$ cat config.mk
export PLATFORM = sky130hd
export DESIGN_NAME = inst_sram_axi_responder
export DESIGN_NICKNAME = d
export VERILOG_FILES = /design/src/rtl/inst_sram_axi_responder_pkg.sv /design/src/rtl/inst_sram_axi_responder_last_buf.sv /design/src/rtl/inst_sram_axi_responder.sv
export SDC_FILE = /design/constraint.sdc
export NUM_CORES = 1
export LEC_CHECK = 0
export BUFFER_PORTS_ARGS = -buffer_cell sky130_fd_sc_hd__buf_4
export CORE_MARGIN = 2
export CORE_UTILIZATION = 33
export DETAILED_ROUTE_END_ITERATION = 12
export MAX_ROUTING_LAYER = met4
export SLEW_MARGIN = 25
export SYNTH_ARGS = -nofsm -noshare
export SYNTH_HDL_FRONTEND = slang
export SYNTH_HIERARCHICAL = 1
export SYNTH_SLANG_ARGS = --single-unit
$ cat constraint.sdc
create_clock -name clk -period 2.5 [get_ports clk]
set_input_delay 0.25 -clock clk [delete_from_list [all_inputs] [get_ports clk]]
set_output_delay 0.25 -clock clk [all_outputs]
set_load 0.02 [all_outputs]
$ cat src/rtl/inst_sram_axi_responder_pkg.sv
// Shared definitions for the instruction SRAM-to-AXI responder:
// FSM state encoding, fixed AXI read attributes and the kseg address mapping.
package inst_sram_axi_responder_pkg;

    typedef enum logic [1:0] {
        ST_IDLE = 2'd0,
        ST_AR   = 2'd1,
        ST_R    = 2'd2,
        ST_DONE = 2'd3
    } state_e;

    localparam logic [1:0] BURST_INCR = 2'b01;
    localparam logic [2:0] SIZE_4B    = 3'b010;
    localparam logic [1:0] RESP_OKAY  = 2'b00;
    localparam logic [7:0] LEN_SINGLE = 8'd0;

    // kseg0/kseg1 both fold onto the low 512 MB; fetches are always word aligned.
    function automatic logic [31:0] kseg_map(input logic [31:0] vaddr);
        return {3'b000, vaddr[28:2], 2'b00};
    endfunction

endpackage

$ cat src/rtl/inst_sram_axi_responder_last_buf.sv
// inst_last_buf: one-entry buffer holding the most recent good instruction fetch.
// Only present when INST_LAST_BUF_EN is defined.
`ifdef INST_LAST_BUF_EN
module inst_last_buf (
    input  logic        clk,
    input  logic        resetn,
    input  logic        fill_en,
    input  logic [29:0] fill_tag,
    input  logic [31:0] fill_data,
    input  logic [29:0] lookup_tag,
    output logic        hit,
    output logic [31:0] hit_data
);
    logic        valid_q, valid_d;
    logic [29:0] tag_q, tag_d;
    logic [31:0] data_q, data_d;

    // Replace the entry whenever a good fetch completes; flush never clears it.
    always_comb begin
        valid_d = valid_q;
        tag_d   = tag_q;
        data_d  = data_q;
        if (fill_en) begin
            valid_d = 1'b1;
            tag_d   = fill_tag;
            data_d  = fill_data;
        end
    end

    // Entry storage; only reset invalidates it.
    always_ff @(posedge clk or negedge resetn) begin
        if (!resetn) begin
            valid_q <= 1'b0;
            tag_q   <= '0;
            data_q  <= '0;
        end else begin
            valid_q <= valid_d;
            tag_q   <= tag_d;
            data_q  <= data_d;
        end
    end

    assign hit      = valid_q & (tag_q == lookup_tag);
    assign hit_data = data_q;

endmodule
`endif

$ cat src/rtl/inst_sram_axi_responder.sv
// inst_sram_axi_responder: turns each accepted instruction fetch into one
// single-beat AXI read and returns the word with a one-cycle data_ok pulse.
// Build option: define INST_LAST_BUF_EN to add a one-entry last-fetch buffer
// that serves repeated fetches of the same word without AXI traffic.
//
// state | meaning
// IDLE  | no fetch outstanding, accepting requests
// AR    | arvalid high, address held until arready
// R     | rready high, waiting for the beat with our RID and rlast
// DONE  | response cycle; data_ok unless discarded or flushed now
module inst_sram_axi_responder
    import inst_sram_axi_responder_pkg::*;
#(
    parameter int              ID_W   = 4,
    parameter logic [ID_W-1:0] AXI_ID = '0
) (
    input  logic            clk,
    input  logic            resetn,
    input  logic            inst_req_en,
    input  logic [31:0]     inst_req_addr,
    input  logic            inst_flush,
    output logic [31:0]     inst_rdata,
    output logic            inst_data_ok,
    output logic            inst_err,
    output logic            inst_stall,
    output logic [ID_W-1:0] arid,
    output logic [31:0]     araddr,
    output logic [7:0]      arlen,
    output logic [2:0]      arsize,
    output logic [1:0]      arburst,
    output logic            arvalid,
    input  logic            arready,
    input  logic [ID_W-1:0] rid,
    input  logic [31:0]     rdata,
    input  logic [1:0]      rresp,
    input  logic            rlast,
    input  logic            rvalid,
    output logic            rready
);
    state_e      state_q, state_d;
    logic [31:0] araddr_q, araddr_d;
    logic [31:0] rdata_q, rdata_d;
    logic        err_q, err_d;
    logic        discard_q, discard_d;
    logic        accept;
    logic        beat_match;
    logic        unused_addr_bits;

    assign accept     = inst_req_en & ~inst_flush;
    assign beat_match = rvalid & (rid == AXI_ID) & rlast;

    // Segment bits and byte offset play no part in the physical word address.
    assign unused_addr_bits = ^{inst_req_addr[31:29], inst_req_addr[1:0]};

`ifdef INST_LAST_BUF_EN
    logic [29:0] vtag_q, vtag_d;
    logic        buf_fill;
    logic        buf_hit;
    logic [31:0] buf_data;

    // Discarded-but-good reads still refresh the buffer; the data is valid memory.
    assign buf_fill = (state_q == ST_DONE) & ~err_q;

    inst_last_buf u_last_buf (
        .clk        (clk),
        .resetn     (resetn),
        .fill_en    (buf_fill),
        .fill_tag   (vtag_q),
        .fill_data  (rdata_q),
        .lookup_tag (inst_req_addr[31:2]),
        .hit        (buf_hit),
        .hit_data   (buf_data)
    );

    // Remember the virtual word address of the accepted fetch for the buffer fill.
    always_comb begin
        vtag_d = vtag_q;
        if ((state_q == ST_IDLE) && accept) begin
            vtag_d = inst_req_addr[31:2];
        end
    end

    // Virtual tag register.
    always_ff @(posedge clk or negedge resetn) begin
        if (!resetn) begin
            vtag_q <= '0;
        end else begin
            vtag_q <= vtag_d;
        end
    end
`endif

    // Next-state and datapath updates for the fetch FSM.
    always_comb begin
        state_d   = state_q;
        araddr_d  = araddr_q;
        rdata_d   = rdata_q;
        err_d     = err_q;
        discard_d = discard_q;
        case (state_q)
            ST_IDLE: begin
                if (accept) begin
`ifdef INST_LAST_BUF_EN
                    if (buf_hit) begin
                        rdata_d = buf_data;
                        err_d   = 1'b0;
                        state_d = ST_DONE;
                    end else begin
                        araddr_d = kseg_map(inst_req_addr);
                        state_d  = ST_AR;
                    end
`else
                    araddr_d = kseg_map(inst_req_addr);
                    state_d  = ST_AR;
`endif
                end
            end
            ST_AR: begin
                // arvalid cannot be withdrawn, so a flush only marks the result as unwanted.
                if (inst_flush) begin
                    discard_d = 1'b1;
                end
                if (arready) begin
                    state_d = ST_R;
                end
            end
            ST_R: begin
                if (inst_flush) begin
                    discard_d = 1'b1;
                end
                if (beat_match) begin
                    rdata_d = rdata;
                    err_d   = (rresp != RESP_OKAY);
                    state_d = ST_DONE;
                end
            end
            ST_DONE: begin
                discard_d = 1'b0;
                state_d   = ST_IDLE;
            end
            default: begin
                state_d = ST_IDLE;
            end
        endcase
    end

    // State and datapath registers.
    always_ff @(posedge clk or negedge resetn) begin
        if (!resetn) begin
            state_q   <= ST_IDLE;
            araddr_q  <= '0;
            rdata_q   <= '0;
            err_q     <= 1'b0;
            discard_q <= 1'b0;
        end else begin
            state_q   <= state_d;
            araddr_q  <= araddr_d;
            rdata_q   <= rdata_d;
            err_q     <= err_d;
            discard_q <= discard_d;
        end
    end

    assign arid    = AXI_ID;
    assign araddr  = araddr_q;
    assign arlen   = LEN_SINGLE;
    assign arsize  = SIZE_4B;
    assign arburst = BURST_INCR;
    assign arvalid = (state_q == ST_AR);
    assign rready  = (state_q == ST_R);

    assign inst_rdata   = rdata_q;
    assign inst_data_ok = (state_q == ST_DONE) & ~discard_q & ~inst_flush;
    assign inst_err     = inst_data_ok & err_q;
    assign inst_stall   = ((state_q != ST_IDLE) & ~((state_q == ST_DONE) & ~discard_q))
                        | ((state_q == ST_IDLE) & accept);

endmodule
==> tab_implementation.tex, run 1 <==
\begin{tabular}{lr}
\hline
Metric & Value \\
\hline
\multicolumn{2}{l}{\textbf{Run status}} \\
Run status & complete, no violations \\
\multicolumn{2}{l}{\textbf{Setup path}} \\
Kind of cell adding the most delay to the critical path & flip-flops \\
Worst setup slack for register-to-register paths & 0.82 ns \\
Logic depth of the worst register-to-register path & 5 \\
Crit path capture type & output pin \\
Cell with the biggest individual delay on the critical path & dfrtp\_1 \\
Highest net fanout along the worst path & 4 \\
Critical Path End & inst\_stall \\
Critical Path Start Type & register \\
CP cell instances & inv\_1, ha\_1, mux2\_2, buf\_4 \\
Capturing point of the worst reg2reg path & inst\_rdata[8] \\
Crit path from & state\_q[0] \\
Data arrival time of the worst path & 1.55 ns \\
Data required time at the worst endpoint & 2.25 ns \\
Delay of the slowest cell on the worst path & 0.41 ns \\
Beginning of the worst register-to-register path & state\_q[0] \\
Logic depth of the worst path, buffers included & 4 \\
Count of buffering cells on the critical path with inverters included & 2 \\
Kind of critical path & reg2out \\
\multicolumn{2}{l}{\textbf{Clocking}} \\
H-tree depth & 3 \\
Clock tree from TritonCTS & done \\
Total clock buffers created by CTS & 9 \\
Number of buffers inserted by post-CTS setup repair & 0 \\
CTS hold repair buffers & 0 \\
Clock root buffer & clkbuf\_8 \\
Total number of clock tree sinks & 63 \\
Clock Tree Buf Depth & 2 \\
Clock input transition at the sequential cells of the worst setup and hold paths & 0.07 ns \\
Post-CTS sizing & 0 \\
Clk Latency, worst-skew pair & 0.32 ns \\
\multicolumn{2}{l}{\textbf{Global routing}} \\
Total routing usage reported by global routing & 0.126 \\
Largest net degree at the start of global routing & 64 \\
Number of antenna violations at the first check in global routing & 0 \\
Congestion Overflow GR & 0 \\
Vias in the first global route & 1812 \\
First-pass GRT wire length & 8470 um \\
\multicolumn{2}{l}{\textbf{Drt}} \\
DRC violation count after routing & 0 \\
Vias after detailed routing & 1834 \\
First drt pass iteration count & 3 \\
Wirelength, routed & 5520 um \\
Antenna-violating nets left & 0 \\
Iteration-0 DRC count of the detailed router & 23 \\
Avg WL per Cell & 12.8 um \\
Number of vias per cell after detailed routing & 4.25 \\
\multicolumn{2}{l}{\textbf{Timing}} \\
Post-route fraction of the period consumed by the critical path & 0.721 \\
F\_max & 555 MHz \\
Final worst path period need & 1.80 ns \\
Worst Skew & 0.00507 ns \\
Final sum of negative setup slack & 0 ns \\
Count of final hold-check violations & 0 \\
Number of pins exceeding their max-slew limit in the final report & 0 \\
Slew at the pin closest to its max-slew limit & 0.780 ns \\
Worst slew margin & 0.480 \\
Setup violation total in the final timing report & 0 \\
RSZ-0062 raised after global routing & false \\
\multicolumn{2}{l}{\textbf{Die}} \\
Die span in y & 96.0 um \\
Number of rows created at floorplan & 33 \\
Die footprint & 9210 um\^{}2 \\
Top-level port count & 163 \\
Initial core utilization & 0.340 \\
Core outline area & 8220 um\^{}2 \\
Die width & 96.0 um \\
\multicolumn{2}{l}{\textbf{Pwr}} \\
Switching pwr & 1.50 mW \\
Switching Share & 0.335 \\
Clk pwr share & 0.212 \\
Leakage & 2.19 nW \\
Final Total Pwr & 4.49 mW \\
Peak VDD IR & 0.000422 V \\
Design internal power & 2.99 mW \\
Sequential group share of total power & 0.360 \\
Relative contribution of combinational cells to total power & 0.428 \\
Power density of the placed cells & 1110 nW/um\^{}2 \\
\multicolumn{2}{l}{\textbf{Place}} \\
Routability congestion estimate from global placement & 0.693 \\
HPWL after DPL & 4080 um \\
Placed cell area & 3830 um\^{}2 \\
Number of I/O port buffers & 135 \\
\multicolumn{2}{l}{\textbf{Synth}} \\
Most repeated cell in the gate-level netlist after synthesis & dfrtp\_1 \\
Cell taking the most area after synthesis & dfrtp\_1 \\
Synthesized cell area & 2790 um\^{}2 \\
Yosys reg bits & 63 \\
Synth area leaders & dfrtp\_1, mux2\_4, mux2\_2, buf\_4, ha\_1 \\
Number of distinct library cells after synthesis & 23 \\
Average footprint of a synthesized cell & 15.4 um\^{}2 \\
Count of flip-flops with a built-in enable after synthesis & 0 \\
Ys Warns & 6 \\
Fraction of synthesized cell area taken by the top area cell type & 0.565 \\
Top\_reg\_cell synth & dfrtp\_1 \\
Commonest cells in the synthesized netlist & dfrtp\_1, mux2\_2, mux2\_4 \\
Fraction of registers with async set/reset & 1.00 \\
Post-synthesis cell count & 181 \\
Share of synthesized area occupied by flip-flops and latches & 0.565 \\
\multicolumn{2}{l}{\textbf{Worst hold path}} \\
Worst hold path type & in2async \\
\multicolumn{2}{l}{\textbf{Job}} \\
Maxcap violations & 0 \\
\multicolumn{2}{l}{\textbf{Finish}} \\
Share of layout cells above drive strength 1 & 0.657 \\
Synthesis-to-finish area growth & 45.3\% \\
Final net count & 404 \\
Cell area after layout & 4060 um\^{}2 \\
Antenna diode instance count & 0 \\
\hline
\end{tabular}
-- cell families (layout without fill, tap and decap cells) --
logic type | after synthesis | count (layout) | synth area share
other | 2 | 22 | 0.00269
adders and majority gates | 5 | 5 | 0.0224
and+or+nand+nor | 13 | 13 | 0.0345
AOI/OAI and AO/OA | 5 | 5 | 0.0112
muxes | 61 | 61 | 0.283
DFF | 63 | 63 | 0.565
buffers and inverters | 32 | 158 | 0.0815
-- worst min-delay path by stage --
stage / from / cells past startpoint / endpoint
global route: resetn / 1 / inst_rdata[3]
finish: resetn / 1 / inst_rdata[3]
global placement: resetn / 1 / inst_rdata[27]
detailed placement: resetn / 1 / inst_rdata[27]
floorplan: resetn / 0 / araddr[10]
CTS: resetn / 1 / inst_rdata[3]
-- flip-flops by register name, indices dropped and copies added (netlist names) --
register	cells
inst_rdata	32
err_q	1
discard_q	1
state_q	2
araddr	27
-- cell type report --
| type | count | area (um^2) |
|---|---|---|
| flip-flops and latches | 63 | 1580 |
| multi-input cells | 106 | 1060 |
| fillers | 742 | 4160 |
| well taps | 105 | 131 |
| clock buffers | 14 | 193 |
| clock inverters | 2 | 35.0 |
| repair buffers | 137 | 1040 |
| inverters | 5 | 18.8 |
-- metal layers --
layer | GRT usage | share of wire
met5 | - | 0
met4 | 0.0607 | 0.014
met3 | 0.0509 | 0.11
met2 | 0.170 | 0.43
met1 | 0.164 | 0.44
-- per-stage QoR --
| stage | std cells | util | hold slack [ns] | setup WS, ns |
|---|---|---|---|---|
| final | 432 | 0.494 | 0.00674 | 0.699 |
| after global routing | 432 | 0.494 | 0.0607 | 0.579 |
| after CTS | 432 | 0.494 | 0.0260 | 0.659 |
| after detailed placement | 416 | 0.466 | 0.396 | 0.801 |
| after global placement | 416 | 0.466 | 0.398 | 0.802 |
| after floorplan | 201 | - | -0.0456 | 0.850 |
-- placed cells by master, fill, tap and decap left out, types with 2 or more instances in the layout --
master,n
dfrtp_1,63
ha_1,5
buf_4,136
clkbuf_8,14
mux2_2,32
o21ai_0,2
inv_1,5
nand2_1,4
conb_1,22
mux2_4,28
nor2_1,2
-- power groups by stage --
| stage | logic [mW] | clock network [mW] | registers, mW |
|---|---|---|---|
| after floorplan | 0.701 | 0 | 2.05 |
| after detailed placement | 1.95 | 0 | 1.63 |
| final | 1.92 | 0.953 | 1.62 |
| after CTS | 1.95 | 1.00 | 1.62 |
| after global routing | 2.07 | 1.04 | 1.67 |
| after global placement | 1.92 | 0 | 1.62 |
Note: power is estimated with default switching activity, not from simulation.
==> run 2: changes to the inputs <==
--- a/config.mk
+++ b/config.mk
@@ -5,6 +5,7 @@
 export SDC_FILE = /design/constraint.sdc
 export NUM_CORES = 1
 export LEC_CHECK = 0
+export ABC_AREA = 1
 export BUFFER_PORTS_ARGS = -buffer_cell sky130_fd_sc_hd__buf_4
 export CORE_MARGIN = 2
 export CORE_UTILIZATION = 33
==> constraint.sdc (replaced) <==
create_clock -name clk -period 1.9 [get_ports clk]
set_input_delay 0.19 -clock clk [delete_from_list [all_inputs] [get_ports clk]]
set_output_delay 0.19 -clock clk [all_outputs]
set_load 0.02 [all_outputs]
==> run 2 against run 1 <==
Final area rose by 0.92%. Die area is 2.2% higher. Synthesized cell count rose by 80%. Total power increased by 21%. Critical path type unchanged. Critical path depth unchanged. Flip-flop and latch count did not move. Clock skew increased by 0.0041 ns. Wire length rose by 31%.
==> tab_implementation.tex, run 2 <==
\begin{tabular}{lr}
\hline
Metric & Value \\
\hline
\multicolumn{2}{l}{\textbf{Run status}} \\
Run status & complete, no violations \\
\multicolumn{2}{l}{\textbf{Pwr}} \\
Switching pwr & 2.11 mW (+41\%) \\
Leakage & 2.37 nW (+7.9\%) \\
Peak VDD IR & 0.000470 V (+11\%) \\
Switching Share & 0.390 (+0.0551) \\
Final Total Pwr & 5.43 mW (+21\%) \\
Design internal power & 3.31 mW (+11\%) \\
Clk pwr share & 0.197 (-0.015) \\
Power density of the placed cells & 1320 nW/um\^{}2 (+20\%) \\
Relative contribution of combinational cells to total power & 0.426 (-0.002) \\
Sequential group share of total power & 0.377 (+0.017) \\
\multicolumn{2}{l}{\textbf{Drt}} \\
First drt pass iteration count & 4 (+1) \\
Vias after detailed routing & 2504 (+37\%) \\
Avg WL per Cell & 12.7 um (-0.47\%) \\
Iteration-0 DRC count of the detailed router & 68 (+200\%) \\
Antenna-violating nets left & 0 (unchanged) \\
Top routing layer in use & met4 \\
DRC violation count after routing & 0 (unchanged) \\
Sum of met3 wire segment lengths after detailed routing & 706 um (+12\%) \\
Wirelength, routed & 7210 um (+31\%) \\
Met1 wire length & 3340 um (+38\%) \\
Number of vias per cell after detailed routing & 4.42 (+4.0\%) \\
WL met2 & 3050 um (+28\%) \\
\multicolumn{2}{l}{\textbf{Setup path}} \\
Cell with the biggest individual delay on the critical path & dfrtp\_1 \\
Capturing point of the worst reg2reg path & inst\_rdata[17] \\
Crit path capture type & output pin \\
Beginning of the worst register-to-register path & state\_q[0] \\
Critical Path Start Type & register \\
Kind of cell adding the most delay to the critical path & buffers and inverters \\
Logic depth of the worst register-to-register path & 6 (+1) \\
Kind of critical path & reg2out \\
Highest net fanout along the worst path & 36 (+32) \\
CP cell instances & inv\_1, ha\_1, buf\_6, buf\_4 \\
Delay of the slowest cell on the worst path & 0.41 ns (about the same) \\
Worst setup slack for register-to-register paths & 0.37 ns (-0.45 ns) \\
Count of buffering cells on the critical path with inverters included & 3 (+1) \\
Data required time at the worst endpoint & 1.71 ns (-0.54 ns) \\
Data arrival time of the worst path & 1.55 ns (about the same) \\
\multicolumn{2}{l}{\textbf{Finish}} \\
Final std cells w/o fill & 567 (+31\%) \\
Share of layout cells above drive strength 1 & 0.348 (-0.309) \\
Most common library cell in the layout ignoring fill and taps & buf\_4 \\
Most used cells in the layout excluding fill and tap cells & buf\_4, nand2\_1, dfrtp\_1 \\
Cell area after layout & 4100 um\^{}2 (+0.92\%) \\
Final net count & 540 (+34\%) \\
Antenna diode instance count & 0 (unchanged) \\
Max reg flops & 32 (unchanged) \\
Synthesis-to-finish area growth & 43.3\% \\
\multicolumn{2}{l}{\textbf{Synth}} \\
Fraction of synthesized cell area taken by the top area cell type & 0.552 (-0.0129) \\
Yosys reg bits & 63 (unchanged) \\
Cell taking the most area after synthesis & dfrtp\_1 \\
Compound-gate portion of the synthesized area & 0.0525 (+0.0413) \\
Share of synthesized area occupied by flip-flops and latches & 0.552 (-0.0129) \\
Post-synthesis cell count & 326 (+80\%) \\
Commonest cells in the synthesized netlist & nand2\_1, dfrtp\_1, inv\_1 \\
Most repeated cell in the gate-level netlist after synthesis & nand2\_1 \\
Synthesized cell area & 2860 um\^{}2 (+2.3\%) \\
Top\_reg\_cell synth & dfrtp\_1 \\
Dominant combinational cell family by area after synthesis & simple AND/OR/NAND/NOR gates \\
Simple-gate area share of the yosys netlist & 0.241 (+0.207) \\
Count of flip-flops with a built-in enable after synthesis & 0 (unchanged) \\
Average footprint of a synthesized cell & 8.77 um\^{}2 (-43\%) \\
Post-synthesis mux area share & 0 (-0.283) \\
Area share of xor/xnor cells in the synthesized design & 0 (unchanged) \\
Post-synthesis adder-cell area fraction & 0.0219 (-0.000510) \\
Fraction of registers with async set/reset & 1.00 (unchanged) \\
Ys Warns & 6 (unchanged) \\
Synth area leaders & dfrtp\_1, nand2\_1, nand4\_1, buf\_4, o21ai\_0 \\
Number of distinct library cells after synthesis & 20 (-13\%) \\
\multicolumn{2}{l}{\textbf{Global routing}} \\
Congestion Overflow GR & 0 (unchanged) \\
Total routing usage reported by global routing & 0.165 (+0.0384) \\
Largest net degree at the start of global routing & 64 (unchanged) \\
First-pass GRT wire length & 12400 um (+47\%) \\
Number of antenna violations at the first check in global routing & 0 (unchanged) \\
Vias in the first global route & 2513 (+39\%) \\
\multicolumn{2}{l}{\textbf{Timing}} \\
Slew at the pin closest to its max-slew limit & 0.808 ns (+0.0278 ns) \\
Final worst path period need & 1.74 ns \\
F\_max & 573 MHz \\
Worst Skew & 0.00917 ns (+0.00410 ns) \\
Post-route fraction of the period consumed by the critical path & 0.918 \\
RSZ-0062 raised after global routing & false \\
Count of final hold-check violations & 0 (unchanged) \\
Final sum of negative setup slack & 0 ns (unchanged) \\
Setup violation total in the final timing report & 0 (unchanged) \\
Number of pins exceeding their max-slew limit in the final report & 0 (unchanged) \\
Worst slew margin & 0.461 (-0.0185) \\
\multicolumn{2}{l}{\textbf{Die}} \\
Die footprint & 9420 um\^{}2 (+2.2\%) \\
Core outline area & 8300 um\^{}2 (+1.0\%) \\
Die width & 97.1 um (+1.1\%) \\
Initial core utilization & 0.344 (+0.00446) \\
Die span in y & 97.1 um (+1.1\%) \\
Top-level port count & 163 (unchanged) \\
Number of rows created at floorplan & 33 (unchanged) \\
\multicolumn{2}{l}{\textbf{Clocking}} \\
Total clock buffers created by CTS & 9 (unchanged) \\
Number of buffers inserted by post-CTS setup repair & 0 (unchanged) \\
Clock tree from TritonCTS & done \\
H-tree depth & 3 (unchanged) \\
Clock input transition at the sequential cells of the worst setup and hold paths & 0.07 ns (about the same) \\
Clock root buffer & clkbuf\_8 \\
Clk Latency, worst-skew pair & 0.33 ns (about the same) \\
Total number of clock tree sinks & 63 (unchanged) \\
Clock Tree Buf Depth & 2 (unchanged) \\
\multicolumn{2}{l}{\textbf{Place}} \\
Number of I/O port buffers & 135 (unchanged) \\
Total instance count after detailed placement & 551 (+32\%) \\
HPWL after DPL & 5000 um (+23\%) \\
Routability congestion estimate from global placement & 0.806 (+16\%) \\
Placed cell area & 3900 um\^{}2 (+1.8\%) \\
\multicolumn{2}{l}{\textbf{Worst hold path}} \\
Worst-case hold path end point & inst\_rdata[9] \\
Worst hold path type & in2reg \\
Cell depth of the worst hold path & 3 \\
Source of the worst hold timing path & rdata[9] \\
\multicolumn{2}{l}{\textbf{Job}} \\
Maxcap violations & 0 (unchanged) \\
\hline
\end{tabular}
## run 2: cell count changes after synthesis, sizes merged, moves of 2 or more
cell    change
buf         +3
or2         +2
o21ai      +27
nand4      +32
nor2        +2
nor3        +2
clkbuf     +10
nand3       +4
nand2     +100
inv        +30
mux2       -60
## run 2: cell type report
cell class | instances | area, um^2
clock buffer | 12 | 165
clock inverter | 3 | 17.5
fill | 805 | 4200
inverter | 35 | 131
multi-input combinational | 208 | 985
sequential | 63 | 1580
tap | 105 | 131
timing repair buffer | 141 | 1090
## run 2: how the worst max path moves through the flow
stage	slack, ns	to	cells past startpoint	startpoint
2_1_floorplan	0.31	inst_rdata[22]	7	state_q[0]
3_3_place_gp	0.36	state_q[0]	6	state_q[0]
3_5_place_dp	0.35	inst_rdata[17]	6	state_q[0]
4_1_cts	0.02	rready	4	state_q[0]
5_1_grt	0.02	rready	4	state_q[0]
6_report	0.16	rready	4	state_q[0]
## run 2: per-stage QoR
| stage | hold WS [ns] | setup WS, ns | utilization |
|---|---|---|---|
| 2_1_floorplan | -0.106 | 0.307 | - |
| 3_3_place_gp | 0.343 | 0.361 | 0.470 |
| 3_5_place_dp | 0.347 | 0.351 | 0.470 |
| 4_1_cts | 0.0839 | 0.0161 | 0.493 |
| 5_1_grt | 0.103 | 0.0221 | 0.494 |
| 6_report | 0.107 | 0.156 | 0.494 |
## run 2: repair_timing
action | in CTS | in global routing
resized for setup | 0 | 1
hold endpoints to repair | 63 | 0
setup endpoints to repair | 0 | 1
hold buffers | 1 | 0
## run 2: worst reg2reg max path, cell delays in order, from the launching register on
cell,delay (ns)
dfrtp_1,0.41
inv_1,0.12
ha_1,0.22
nand3_2,0.29
buf_12,0.27
nand2_1,0.07
nand2_1,0.06
## run 2: power by group through the flow
stage / Sequential [mW] / Combinational, mW / Clock (mW)
floorplan: 2.55 / 0.806 / 0
global placement: 2.05 / 2.31 / 0
detailed placement: 2.06 / 2.34 / 0
CTS: 2.05 / 2.34 / 1.12
global route: 2.12 / 2.55 / 1.19
finish: 2.05 / 2.31 / 1.07
## run 2: cell families after synthesis
| family | Yosys count |
|---|---|
| buffers and inverters | 75 |
| adders and majority gates | 5 |
| and+or+nand+nor | 151 |
| other | 2 |
| AOI/OAI and AO/OA | 30 |
| DFF | 63 |
## run 2: layer usage
metal  track usage  up-vias
met5             -        -
met4        0.0520        0
met3        0.0540        8
met2         0.236      119
met1         0.223     1123
li1              -     1254
==> run 3: changes to the inputs <==
--- a/config.mk
+++ b/config.mk
@@ -5,7 +5,6 @@
 export SDC_FILE = /design/constraint.sdc
 export NUM_CORES = 1
 export LEC_CHECK = 0
-export ABC_AREA = 1
 export BUFFER_PORTS_ARGS = -buffer_cell sky130_fd_sc_hd__buf_4
 export CORE_MARGIN = 2
 export CORE_UTILIZATION = 33
==> run 3 against run 2 <==
Wire length shrank 22%. Maximum frequency shrank 1.1%. First-iteration DRC count shrank 49%. Clock-buffer cell count shrank 1. Highest routed layer unchanged.
==> tab_implementation.tex, run 3 (same netlist as run 1, synthesis figures left out) <==
\begin{tabular}{lr}
\hline
Metric & Value \\
\hline
\multicolumn{2}{l}{\textbf{Setup path}} \\
Logic depth of the worst register-to-register path & 5 (-1) \\
Beginning of the worst register-to-register path & state\_q[0] \\
Crit path capture type & output pin \\
Kind of critical path & reg2out \\
Capturing point of the worst reg2reg path & inst\_rdata[12] \\
Highest net fanout along the worst path & 4 (-89\%) \\
Data arrival time of the worst path & 1.57 ns (+0.02 ns) \\
Data required time at the worst endpoint & 1.71 ns (about the same) \\
Worst setup slack for register-to-register paths & 0.27 ns (-0.10 ns) \\
Critical Path Start Type & register \\
\multicolumn{2}{l}{\textbf{Pwr}} \\
Switching pwr & 2.02 mW (-4.5\%) \\
Power density of the placed cells & 1460 nW/um\^{}2 (+10\%) \\
Switching Share & 0.337 (-0.0523) \\
Sequential group share of total power & 0.355 (-0.022) \\
Final Total Pwr & 5.98 mW (+10\%) \\
Peak VDD IR & 0.000650 V (+39\%) \\
Design internal power & 3.97 mW (+20\%) \\
Relative contribution of combinational cells to total power & 0.426 (about the same) \\
Clk pwr share & 0.219 (+0.022) \\
Leakage & 2.20 nW (-7.0\%) \\
\multicolumn{2}{l}{\textbf{Worst hold path}} \\
Worst-case hold path end point & inst\_rdata[25] \\
Worst hold path type & in2reg \\
Cell depth of the worst hold path & 2 (-1) \\
Source of the worst hold timing path & rdata[25] \\
\multicolumn{2}{l}{\textbf{Place}} \\
HPWL after DPL & 4140 um (-17\%) \\
Number of I/O port buffers & 135 (unchanged) \\
Post-Place Worst Slack & 0.267 ns (-0.0838 ns) \\
Routability congestion estimate from global placement & 0.684 (-15\%) \\
\multicolumn{2}{l}{\textbf{Global routing}} \\
Vias in the first global route & 1827 (-27\%) \\
Global Route met1 Usage & 0.165 (-0.0574) \\
Congestion Overflow GR & 0 (unchanged) \\
Met3 track demand over resource in global routing & 0.0556 (+0.00164) \\
Total routing usage reported by global routing & 0.130 (-0.0351) \\
Largest net degree at the start of global routing & 64 (unchanged) \\
Global routing's busiest layer & met2 \\
First-pass GRT wire length & 8670 um (-30\%) \\
Met2 routing resource usage after global routing & 0.173 (-0.0625) \\
Number of antenna violations at the first check in global routing & 0 (unchanged) \\
\multicolumn{2}{l}{\textbf{Job}} \\
Maxcap violations & 0 (unchanged) \\
\multicolumn{2}{l}{\textbf{Drt}} \\
Vias after detailed routing & 1832 (-27\%) \\
DRC violation count after routing & 0 (unchanged) \\
Number of vias per cell after detailed routing & 4.22 (-4.4\%) \\
Iteration-0 DRC count of the detailed router & 35 (-49\%) \\
Avg WL per Cell & 12.9 um (+1.8\%) \\
Wirelength, routed & 5610 um (-22\%) \\
Antenna-violating nets left & 0 (unchanged) \\
First drt pass iteration count & 2 (-2) \\
\multicolumn{2}{l}{\textbf{Die}} \\
Core outline area & 8220 um\^{}2 (-1.0\%) \\
Top-level port count & 163 (unchanged) \\
Initial core utilization & 0.340 (-0.00446) \\
Die footprint & 9210 um\^{}2 (-2.2\%) \\
Number of rows created at floorplan & 33 (unchanged) \\
Die span in y & 96.0 um (-1.1\%) \\
Die width & 96.0 um (-1.1\%) \\
\multicolumn{2}{l}{\textbf{Timing}} \\
Count of final hold-check violations & 0 (unchanged) \\
Final worst path period need & 1.76 ns (+0.0198 ns) \\
Post-route fraction of the period consumed by the critical path & 0.928 (+0.0104) \\
F\_max & 567 MHz (-1.1\%) \\
Slack of the critical path & 0.136 ns (-0.0198 ns) \\
Final sum of negative setup slack & 0 ns (unchanged) \\
Number of pins exceeding their max-slew limit in the final report & 0 (unchanged) \\
Setup violation total in the final timing report & 0 (unchanged) \\
Worst Skew & 0.00865 ns (-0.000519 ns) \\
RSZ-0062 raised after global routing & false \\
Worst slew margin & 0.468 (+0.00633) \\
Slew at the pin closest to its max-slew limit & 0.799 ns (-0.00950 ns) \\
\multicolumn{2}{l}{\textbf{Clocking}} \\
Clk Latency, worst-skew pair & 0.33 ns (about the same) \\
Post-CTS sizing & 0 (unchanged) \\
Total number of clock tree sinks & 63 (unchanged) \\
Clock tree from TritonCTS & done \\
H-tree depth & 3 (unchanged) \\
Clock input transition at the sequential cells of the worst setup and hold paths & 0.07 ns (about the same) \\
Clock Tree Buf Depth & 2 (unchanged) \\
Total clock buffers created by CTS & 9 (unchanged) \\
Clock root buffer & clkbuf\_8 \\
\multicolumn{2}{l}{\textbf{Finish}} \\
Share of layout cells above drive strength 1 & 0.657 (+0.308) \\
Most common library cell in the layout ignoring fill and taps & buf\_4 \\
Fillcell total & 747 (-7.2\%) \\
Most used cells in the layout excluding fill and tap cells & buf\_4, dfrtp\_1, mux2\_2 \\
Antenna diode instance count & 0 (unchanged) \\
Final net count & 406 (-25\%) \\
Max reg flops & 32 (unchanged) \\
Synthesis-to-finish area growth & 46.6\% \\
\multicolumn{2}{l}{\textbf{Run status}} \\
Run status & complete, no violations \\
\hline
\end{tabular}
[run 3: layout make-up]
cell class              instances  area [um^2]  area share
repair buffers                139         1070       0.262
flip-flops and latches         63         1580       0.385
clock buffers                  11          151      0.0370
multi-input cells             106         1060       0.260
well taps                     105          131      0.0321
clock inverters                 5         80.1      0.0196
inverters                       5         18.8     0.00459
[run 3: power groups by stage]
stage / clock network [mW] / registers [mW] / logic, mW
after floorplan: 0 / 2.70 / 0.922
final: 1.31 / 2.13 / 2.55
after global routing: 1.44 / 2.20 / 2.73
after detailed placement: 0 / 2.15 / 2.58
after global placement: 0 / 2.13 / 2.54
after CTS: 1.37 / 2.13 / 2.58
[run 3: per-layer routing]
layer  wire length (um)  vias up
li1                   -      857
met1               2400      854
met2               2450      112
met3                663        9
met4                107        0
met5                  0        -
[run 3: worst max-delay path: stages, from the launching register on]
cell and delay, ns:
dfrtp_1 0.42, inv_1 0.13, ha_1 0.20, mux2_2 0.34, buf_4 0.16
[run 3: how the worst max path moves through the flow]
stage,cells past startpoint,slack [ns],endpoint,start
6_report,4,0.14,inst_stall,state_q[0]
4_1_cts,4,0.12,inst_stall,state_q[0]
2_1_floorplan,5,0.25,inst_rdata[10],state_q[0]
3_3_place_gp,5,0.29,inst_rdata[13],state_q[0]
3_5_place_dp,5,0.27,inst_rdata[12],state_q[0]
5_1_grt,4,0.02,inst_stall,state_q[1]
[run 3: metrics by stage]
| step | area [um^2] | hold slack (ns) | std cells | utilization |
|---|---|---|---|---|
| 2_1_floorplan | 2870 | -0.106 | 201 | - |
| 3_3_place_gp | 3850 | 0.338 | 417 | 0.469 |
| 3_5_place_dp | 3850 | 0.332 | 417 | 0.469 |
| 4_1_cts | 4090 | 0.0583 | 434 | 0.498 |
| 5_1_grt | 4090 | 0.0550 | 434 | 0.498 |
| 6_report | 4090 | 0.0808 | 434 | 0.498 |
[run 3: what timing repair did]
| action | CTS | global route |
|---|---|---|
| buffers inserted | 0 | 0 |
| hold buffers | 1 | 0 |
| hold endpoints to repair | 63 | 0 |
